### config.mk
export PLATFORM = sky130hd
export DESIGN_NAME = dag_circ_agen
export DESIGN_NICKNAME = d
export VERILOG_FILES = /design/src/rtl/dag_circ_agen.sv
export SDC_FILE = /design/constraint.sdc
export NUM_CORES = 1
export LEC_CHECK = 0
export CAP_MARGIN = 10
export CORE_AREA = 8 8 155 171
export DETAILED_ROUTE_END_ITERATION = 8
export DIE_AREA = 0 0 163 179
export PLACE_DENSITY_LB_ADDON = 0.12
export SLEW_MARGIN = 30
export SYNTH_ARGS = -nofsm -noshare
export SYNTH_HDL_FRONTEND = slang
export SYNTH_SLANG_ARGS = --single-unit
### constraint.sdc
create_clock -name CLK -period 8.7 [get_ports CLK]
set_clock_uncertainty 0.1 [all_clocks]
set_input_delay 2.175 -clock CLK [delete_from_list [all_inputs] [get_ports CLK]]
set_output_delay 2.175 -clock CLK [all_outputs]
set_load 0.05 [all_outputs]
### src/rtl/dag_circ_agen.sv
// dag_circ_agen: circular-buffer address generator for the DSP DAG.
// Holds NREG index/modify/length register sets. Each request issues the
// current index and post-modifies it, wrapping inside the circular buffer
// derived from I and L (L == 0 selects plain linear addressing).
// Optional feature macro: DAG_BITREV_EN (bit-reversed issue, linear update).
module dag_circ_agen #(
  parameter  int AW   = 14,
  parameter  int NREG = 4,
  localparam int IW   = $clog2(NREG)
) (
  input  logic          CLK,
  input  logic          RST_N,
  input  logic          wr_en,
  input  logic [1:0]    wr_sel,
  input  logic [IW-1:0] wr_idx,
  input  logic [AW-1:0] wr_data,
  input  logic          req_valid,
  input  logic [IW-1:0] req_idx,
  input  logic          req_brev,
  output logic [AW-1:0] addr_out,
  output logic          addr_valid,
  input  logic [IW-1:0] rd_idx,
  output logic [AW-1:0] rd_i
);

  logic [AW-1:0] i_reg [NREG];
  logic [AW-1:0] m_reg [NREG];
  logic [AW-1:0] l_reg [NREG];

  logic [AW-1:0]        cur_i, cur_m, cur_l;
  logic [AW-1:0]        smear, mask, base;
  logic                 l_pow2;
  logic signed [AW+1:0] t_sum, t_up, t_dn, lim, base_x, l_x;
  logic [AW-1:0]        nxt_i, issue_addr;

  assign rd_i = i_reg[rd_idx];

  // Mask decode, modify add, single wrap correction for the requested set.
  always_comb begin
    cur_i = i_reg[req_idx];
    cur_m = m_reg[req_idx];
    cur_l = l_reg[req_idx];
    // smear fills every bit below the MSB of L: 2^(msb+1)-1
    smear = cur_l;
    for (int s = 1; s < AW; s = s * 2) begin
      smear = smear | (smear >> s);
    end
    l_pow2 = ((cur_l & (cur_l - 1'b1)) == '0);
    mask   = l_pow2 ? (cur_l - 1'b1) : smear;
    base   = cur_i & ~mask;
    // two guard bits keep negative sums distinguishable from large ones
    t_sum  = $signed({2'b00, cur_i}) + $signed({{2{cur_m[AW-1]}}, cur_m});
    base_x = $signed({2'b00, base});
    l_x    = $signed({2'b00, cur_l});
    lim    = base_x + l_x;
    t_up   = t_sum - l_x;
    t_dn   = t_sum + l_x;
    nxt_i  = t_sum[AW-1:0];
    if (cur_l != '0) begin
      if (!cur_m[AW-1] && (t_sum >= lim)) begin
        nxt_i = t_up[AW-1:0];
      end else if (cur_m[AW-1] && (t_sum < base_x)) begin
        nxt_i = t_dn[AW-1:0];
      end
    end
    issue_addr = cur_i;
`ifdef DAG_BITREV_EN
    if (req_brev) begin
      for (int b = 0; b < AW; b++) begin
        issue_addr[b] = cur_i[AW-1-b];
      end
      nxt_i = t_sum[AW-1:0];
    end
`endif
  end

`ifndef DAG_BITREV_EN
  logic unused_req_brev;
  assign unused_req_brev = req_brev;
`endif

  // Register file, request writeback and issue; host I write wins over writeback.
  always_ff @(posedge CLK or negedge RST_N) begin
    if (!RST_N) begin
      for (int k = 0; k < NREG; k++) begin
        i_reg[k] <= '0;
        m_reg[k] <= '0;
        l_reg[k] <= '0;
      end
      addr_out   <= '0;
      addr_valid <= 1'b0;
    end else begin
      addr_valid <= req_valid;
      if (req_valid) begin
        addr_out       <= issue_addr;
        i_reg[req_idx] <= nxt_i;
      end
      if (wr_en) begin
        case (wr_sel)
          2'd0:    i_reg[wr_idx] <= wr_data;
          2'd1:    m_reg[wr_idx] <= wr_data;
          2'd2:    l_reg[wr_idx] <= wr_data;
          default: ;
        endcase
      end
    end
  end

endmodule

==> results of run 1 <==
[stage by stage]
step           total power (W)  std cells  area [um^2]  hold WS (ns)
2_1_floorplan          0.00412       1207        12900         0.370
3_3_place_gp           0.00557       1625        14400         0.381
3_5_place_dp           0.00565       1625        14400         0.391
4_1_cts                0.00656       1674        15400         0.407
5_1_grt                0.00742       1686        15800         0.418
6_report               0.00698       1686        15800         0.401
[final timing paths]
path	start	endpoint	slack, ns	depth (start not counted)
hold reg to reg	m_reg[2]$_DFFE_PN0P_	m_reg[2]$_DFFE_PN0P_	0.40	1
setup / recovery	req_idx[0]	i_reg[29]$_DFF_PN0_	0.04	35
max in group asynchronous	RST_N	m_reg[38]$_DFFE_PN0P_	5.68	2
hold / removal	m_reg[2]$_DFFE_PN0P_	m_reg[2]$_DFFE_PN0P_	0.40	1
setup reg to reg	l_reg[1]$_DFFE_PN0P_	i_reg[29]$_DFF_PN0_	1.63	34
min in group asynchronous	RST_N	m_reg[0]$_DFFE_PN0P_	1.61	1
[cells by family (layout without fill, tap and decap cells)]
kind of cell	Yosys count	count (layout)	share of synthesized area, %
muxes	184	184	21.2
buffers and inverters	123	297	3.82
DFF	183	183	35.9
and+or+nand+nor	297	297	12.2
xor gates and xnor gates	28	28	1.92
adders and majority gates	101	101	10.1
AOI/OAI and AO/OA	291	291	14.8
[layout by cell type, fill, tap and decap left out, drive strengths merged, types with 6 or more instances in the layout]
cell type      Yosys  layout
dfrtp            183     183
buf               17     158
mux2             126     126
ha                97      97
a21oi             93      93
nor2              76      76
inv               56      63
o21ai             57      57
mux4              56      56
clkdlybuf4s50      0      50
nand2             50      50
and3              38      38
o31ai             31      31
nand2b            23      23
or3               23      23
nand3             21      21
nor3              20      20
clkbuf            50      18
a31oi             16      16
xnor2             15      15
xor2              13      13
a21o              12      12
a211oi            10      10
nor4              10      10
nor2b              9       9
o211ai             9       9
a221oi             9       9
o21a               8       8
o21bai             7       7
o41ai              7       7
a22oi              6       6
[area by class of cell]
cell class | count | area (um^2) | area share, %
inverter | 56 | 210 | 1.33
clock inverter | 14 | 159 | 1.01
sequential | 183 | 4580 | 29.0
timing repair buffer | 209 | 1820 | 11.6
tap | 305 | 382 | 2.42
clock buffer | 18 | 439 | 2.78
multi-input combinational | 901 | 8180 | 51.9
[timing repair]
action | 4_1_cts | 5_1_grt
gates resized for setup | 46 | 69
setup endpoints to repair | 56 | 56
setup buffers | 16 | 13
gates cloned | 1 | 0
pin swaps | 35 | 54
[metal layers]
layer / vias up / GRT usage (%) / share of wire [%]
met1: 5383 / 32.9 / 39
li1: 4864 / - / -
met5: - / 0 / 0.033
met2: 458 / 44.6 / 48
met3: 130 / 5.67 / 7.8
met4: 2 / 14.3 / 5.1
[report_power, final]
part | internal, W | total (W) | leakage [nW] | switching [W]
Clock | 0.000416 | 0.000773 | 0.292 | 0.000358
Sequential | 0.00113 | 0.00129 | 2.23 | 0.000165
Combinational | 0.00207 | 0.00491 | 4.40 | 0.00284
Total | 0.00361 | 0.00698 | 6.92 | 0.00336
==> results_dict.tcl, run 1 <==
set metrics [dict create \
    status "completed" \
    synth-async-reset-ratio_pct 100 \
    initial_utilization_pct 54.3 \
    antenna_cells 0 \
    synth_commonest_cells "183 x dfrtp_1, 126 x mux2_2, 97 x ha_1" \
    synthesis.nets 1335 \
    hold_violations 0 \
    cp_max_fo 6 \
    wirelength_um 38900 \
    place_ws_ns -0.954 \
    drive_above_1_share_pct 34.3 \
    leakage_nw 6.92 \
    critPathBufInv 9 \
    vdd_drop_max_mv 0.211 \
    critPathArrivalTime_ns 8.93 \
    required_ns 8.97 \
    core-area_mm2 0.0235 \
    rows 59 \
    cap_violations 0 \
    dr.pass1.iters 5 \
    yosys-top-cells-area "dfrtp_1 36%, mux2_2 11%, mux4_2 9.5%" \
    vias 10800 \
    postLayoutCoreUtil_pct 67.2 \
    p_per_area_mw_per_mm2 442 \
    synthCells 1207 \
    cp_slowest_stage_delay_ns 0.60 \
    yosysMostFrequentCell "dfrtp_1" \
    crit_path_end_kind "flop" \
    clock-sinks 183 \
    die_area_mm2 0.0292 \
    timing.final.ws_setup_ns 0.0362 \
    ant_nets 0 \
    grt_pass1_wl_um 60300 \
    path_clk_slew_ns 0.07 \
    rsz0062_at_grt "yes" \
    antenna_found_initial 1 \
    grt-ovfl-total 0 \
    cts_buffers 17 \
    netlist.area_leader.share_pct 35.9 \
    min_path_type "reg2reg" \
    drtIter0Drc 833 \
    fp.dieW_um 163 \
    syn_area_per_cell_um2 10.6 \
    gp_congestion 0.947 \
    track_usage_pct 27.0 \
    yosysWarnings 0 \
    post_drt_wl_per_cell_um 23.1 \
    cts_tree "built" \
    synth-edff-count 0 \
    start_kind "primary input" \
    fillers 1812 \
    drc 0 \
    syn_area_mm2 0.0128 \
    cts_max_level 4 \
    maxSlewHeadroom_pct 28.8 \
    setup_viol 0 \
    die_h_um 179 \
    yosysSeqAreaShare_pct 35.9 \
    ys_ff_latch 183 \
    fin_nets 1496 \
    critical_path_class "in2reg" \
    io_buffers 54 \
    max_freq_mhz 115 \
    grt_max_degree 65 \
    slew_viol_final 0 \
    cts-root-buf "clkbuf_16" \
    yosys.area.top_type "dfrtp_1" \
    clk_latency_ns 0.44 \
    tightest_slew_ns 1.07 \
    viasPerCell 6.43 \
    clock_path_buffers 2 \
    dpl.hpwl_um 29000 \
    fin_crit_sh_pct 99.6 \
    crit_family "compound AO/OA/AOI/OAI gates" \
    area_delta_synth_final_pct 23.7 \
    ctsHoldBuffers 0 \
    io_pins 56 \
    grt_pass1_vias 11000 \
    tns_ns 0 \
    yosysUniqueCellTypes 70 \
    fin_crit_ns 8.66 \
    slowest_stage "mux4_2" \
    synth-main-ff-cell "dfrtp_1" \
]
Note: power is estimated with default switching activity, not from simulation.
==> inputs of run 2 (changes only) <==
--- a/config.mk
+++ b/config.mk
@@ -5,11 +5,14 @@
 export SDC_FILE = /design/constraint.sdc
 export NUM_CORES = 1
 export LEC_CHECK = 0
+export ABC_AREA = 1
 export CAP_MARGIN = 10
-export CORE_AREA = 8 8 155 171
+export CORE_AREA = 8 8 156 173
 export DETAILED_ROUTE_END_ITERATION = 8
-export DIE_AREA = 0 0 163 179
+export DIE_AREA = 0 0 164 181
+export DONT_BUFFER_PORTS = 1
 export PLACE_DENSITY_LB_ADDON = 0.12
+export SETUP_SLACK_MARGIN = 0.15
 export SLEW_MARGIN = 30
 export SYNTH_ARGS = -nofsm -noshare
 export SYNTH_HDL_FRONTEND = slang
==> run 2 against run 1 <==
Design area shrank 8.5%. Largest cell class unchanged. Worst setup slack gained 0.80 ns. Highest routed layer is now met4. Synthesized area grew 2.3%. Total power shrank 25%.
==> results_dict.tcl, run 2 <==
set metrics [dict create \
    status "completed" \
    rrSetupSlack_ns 2.23 \
    yosysWarnings 0 \
    synth-main-ff-cell "dfrtp_1" \
    io_pins 56 \
    critPathArrivalTime_ns 8.10 \
    clock-sinks 183 \
    fin_area_mm2 0.0144 \
    gp_congestion 0.940 \
    p_sw_w 0.00256 \
    antenna_cells 0 \
    track_usage_pct 27.6 \
    grt_pass1_vias 11500 \
    dr.pass1.iters 6 \
    syn_area_per_cell_um2 7.74 \
    vias 11800 \
    cp-endpoint "i_reg[44]$_DFF_PN0_" \
    grt-ovfl-total 0 \
    hold_violations 0 \
    cell_internal_pwr_w 0.00269 \
    place_ws_ns 0.0525 \
    pwr-share-comb_pct 59.0 \
    cts_tree "built" \
    cts_buffers 17 \
    synth_xor_area_share_pct 3.02 \
    fin_nets 1836 \
    rr_worst_depth 47 \
    path_clk_slew_ns 0.08 \
    vdd_drop_max_mv 0.243 \
    setup_viol 0 \
    wirelength_um 40500 \
    synth_adder_area_share_pct 9.91 \
    placedInstanceArea_mm2 0.0138 \
    fp.dieW_um 164 \
    synth-compound-area-share_pct 17.3 \
    synth-async-reset-ratio_pct 100 \
    synth-simple-area-share_pct 20.3 \
    synthCells 1686 \
    syn_area_mm2 0.0130 \
    tns_ns 0 \
    start_kind "primary input" \
    crit_path_end_kind "flop" \
    dpl.hpwl_um 28900 \
    initial_utilization_pct 54.1 \
    maxSlewHeadroom_pct 36.4 \
    fin_crit_sh_pct 90.4 \
    die_area_mm2 0.0297 \
    yosysMostFrequentCell "nand2_1" \
    grt_max_degree 184 \
    fin_crit_ns 7.87 \
    critical_path_class "in2reg" \
    leakage_nw 7.00 \
    clk_latency_ns 0.45 \
    synthMuxAreaShare_pct 6.04 \
    cap_violations 0 \
    antenna_found_initial 0 \
    min_path_type "reg2reg" \
    area_delta_synth_final_pct 10.6 \
    viasPerCell 5.82 \
    max_freq_mhz 127 \
    crit-reg2reg-launch "l_reg[29]$_DFFE_PN0P_" \
    cts-root-buf "clkbuf_16" \
    path_common_cell "nand2_1" \
    yosysSeqAreaShare_pct 35.1 \
    required_ns 8.93 \
    yosys-top-cells-area "dfrtp_1 35%, ha_1 9.3%, nand2_1 8.3%" \
    yosys.area.top_type "dfrtp_1" \
    ys_ff_latch 183 \
    postLayoutCoreUtil_pct 59.9 \
    grt_pass1_wl_um 63500 \
    power_frac_clock_pct 15.2 \
    synth_top_family_by_area "simple AND/OR/NAND/NOR gates" \
    startpoint "req_idx[1]" \
    synthesis.nets 1814 \
    ctsHoldBuffers 0 \
    io_buffers 0 \
    yosysUniqueCellTypes 51 \
    slowest_stage "fa_1" \
    synth-edff-count 0 \
    netlist.area_leader.share_pct 35.1 \
    core-area_mm2 0.0241 \
    drive_above_1_share_pct 15.2 \
    clock_path_buffers 2 \
    p_per_area_mw_per_mm2 364 \
    final_cell_mix "282 x nand2_1, 183 x dfrtp_1, 180 x inv_1, 165 x nor2_1, 156 x a21oi_1" \
    switching_share_pct 48.8 \
    cp_slowest_stage_delay_ns 0.44 \
    r2r_end "i_reg[44]$_DFF_PN0_" \
    cts_max_level 4 \
    layout_commonest_cell "nand2_1" \
    drc 0 \
    timing.final.ws_setup_ns 0.833 \
    synth_commonest_cells "287 x nand2_1, 183 x dfrtp_1, 181 x inv_1" \
    ant_nets 0 \
    post_drt_wl_per_cell_um 19.9 \
    rows 60 \
    tightest_slew_ns 0.953 \
    pwr-share-seq_pct 25.8 \
    slew_viol_final 0 \
    die_h_um 181 \
    drtIter0Drc 1075 \
    rsz0062_at_grt "no" \
    cp_max_fo 15 \
]
run 2: area by class of cell:
cell class	count	area [um^2]
Fill cell	2198	9660
Multi-Input combinational cell	1232	7500
Sequential cell	183	4580
Inverter	186	703
Timing Repair Buffer	88	661
Clock buffer	18	439
Tap cell	310	388
Clock inverter	14	169
run 2: worst max-delay path, delay by kind of cell:
family	cells	cell delay (ns)
AND/OR/NAND/NOR	25	2.67
XOR/XNOR	1	0.14
AO/OA/AOI/OAI	8	1.08
buffers and inverters	10	0.92
adder cells (fa/ha/maj)	4	1.09
run 2: power groups by stage:
stage | Combinational (W) | Sequential, W | Clock [W]
after floorplan | 0.00221 | 0.00133 | 0
after global placement | 0.00299 | 0.00136 | 0
after detailed placement | 0.00304 | 0.00137 | 0
after CTS | 0.00306 | 0.00136 | 0.000805
after global routing | 0.00349 | 0.00139 | 0.000841
final | 0.00310 | 0.00136 | 0.000797
run 2: worst min path at each step:
stage | startpoint | to | slack, ns | cells after the start
6_report | l_reg[2]$_DFFE_PN0P_ | l_reg[2]$_DFFE_PN0P_ | 0.41 | 1
5_1_grt | l_reg[2]$_DFFE_PN0P_ | l_reg[2]$_DFFE_PN0P_ | 0.42 | 1
4_1_cts | l_reg[47]$_DFFE_PN0P_ | l_reg[47]$_DFFE_PN0P_ | 0.41 | 1
2_1_floorplan | l_reg[15]$_DFFE_PN0P_ | l_reg[15]$_DFFE_PN0P_ | 0.38 | 1
3_3_place_gp | l_reg[18]$_DFFE_PN0P_ | l_reg[18]$_DFFE_PN0P_ | 0.39 | 1
3_5_place_dp | l_reg[32]$_DFFE_PN0P_ | l_reg[32]$_DFFE_PN0P_ | 0.40 | 1
run 2: timing repair:
| item | 4_1_cts | 5_1_grt |
|---|---|---|
| buffers inserted | 0 | 1 |
| gates resized for setup | 0 | 14 |
| endpoints found under the hold margin | 0 | 0 |
| setup endpoints to repair | 0 | 56 |
run 2: per-layer routing:
metal	global-route usage (%)	wire (um)
met1	34.9	17000
met2	44.2	18500
met3	6.00	3180
met4	12.6	1790
met5	0	0
run 2: stage by stage:
stage	hold slack, ns	power, W	cells
global placement	0.389	0.00435	1998
finish	0.409	0.00526	2031
CTS	0.412	0.00522	2030
detailed placement	0.395	0.00441	1998
global route	0.420	0.00573	2031
floorplan	0.381	0.00353	1686
run 2: cells by family after synthesis:
family / count (synthesis)
AO/OA/AOI/OAI: 395
XOR/XNOR: 45
adder cells (fa/ha/maj): 101
buffers and inverters: 271
flip-flops: 183
multiplexers: 70
AND/OR/NAND/NOR: 621
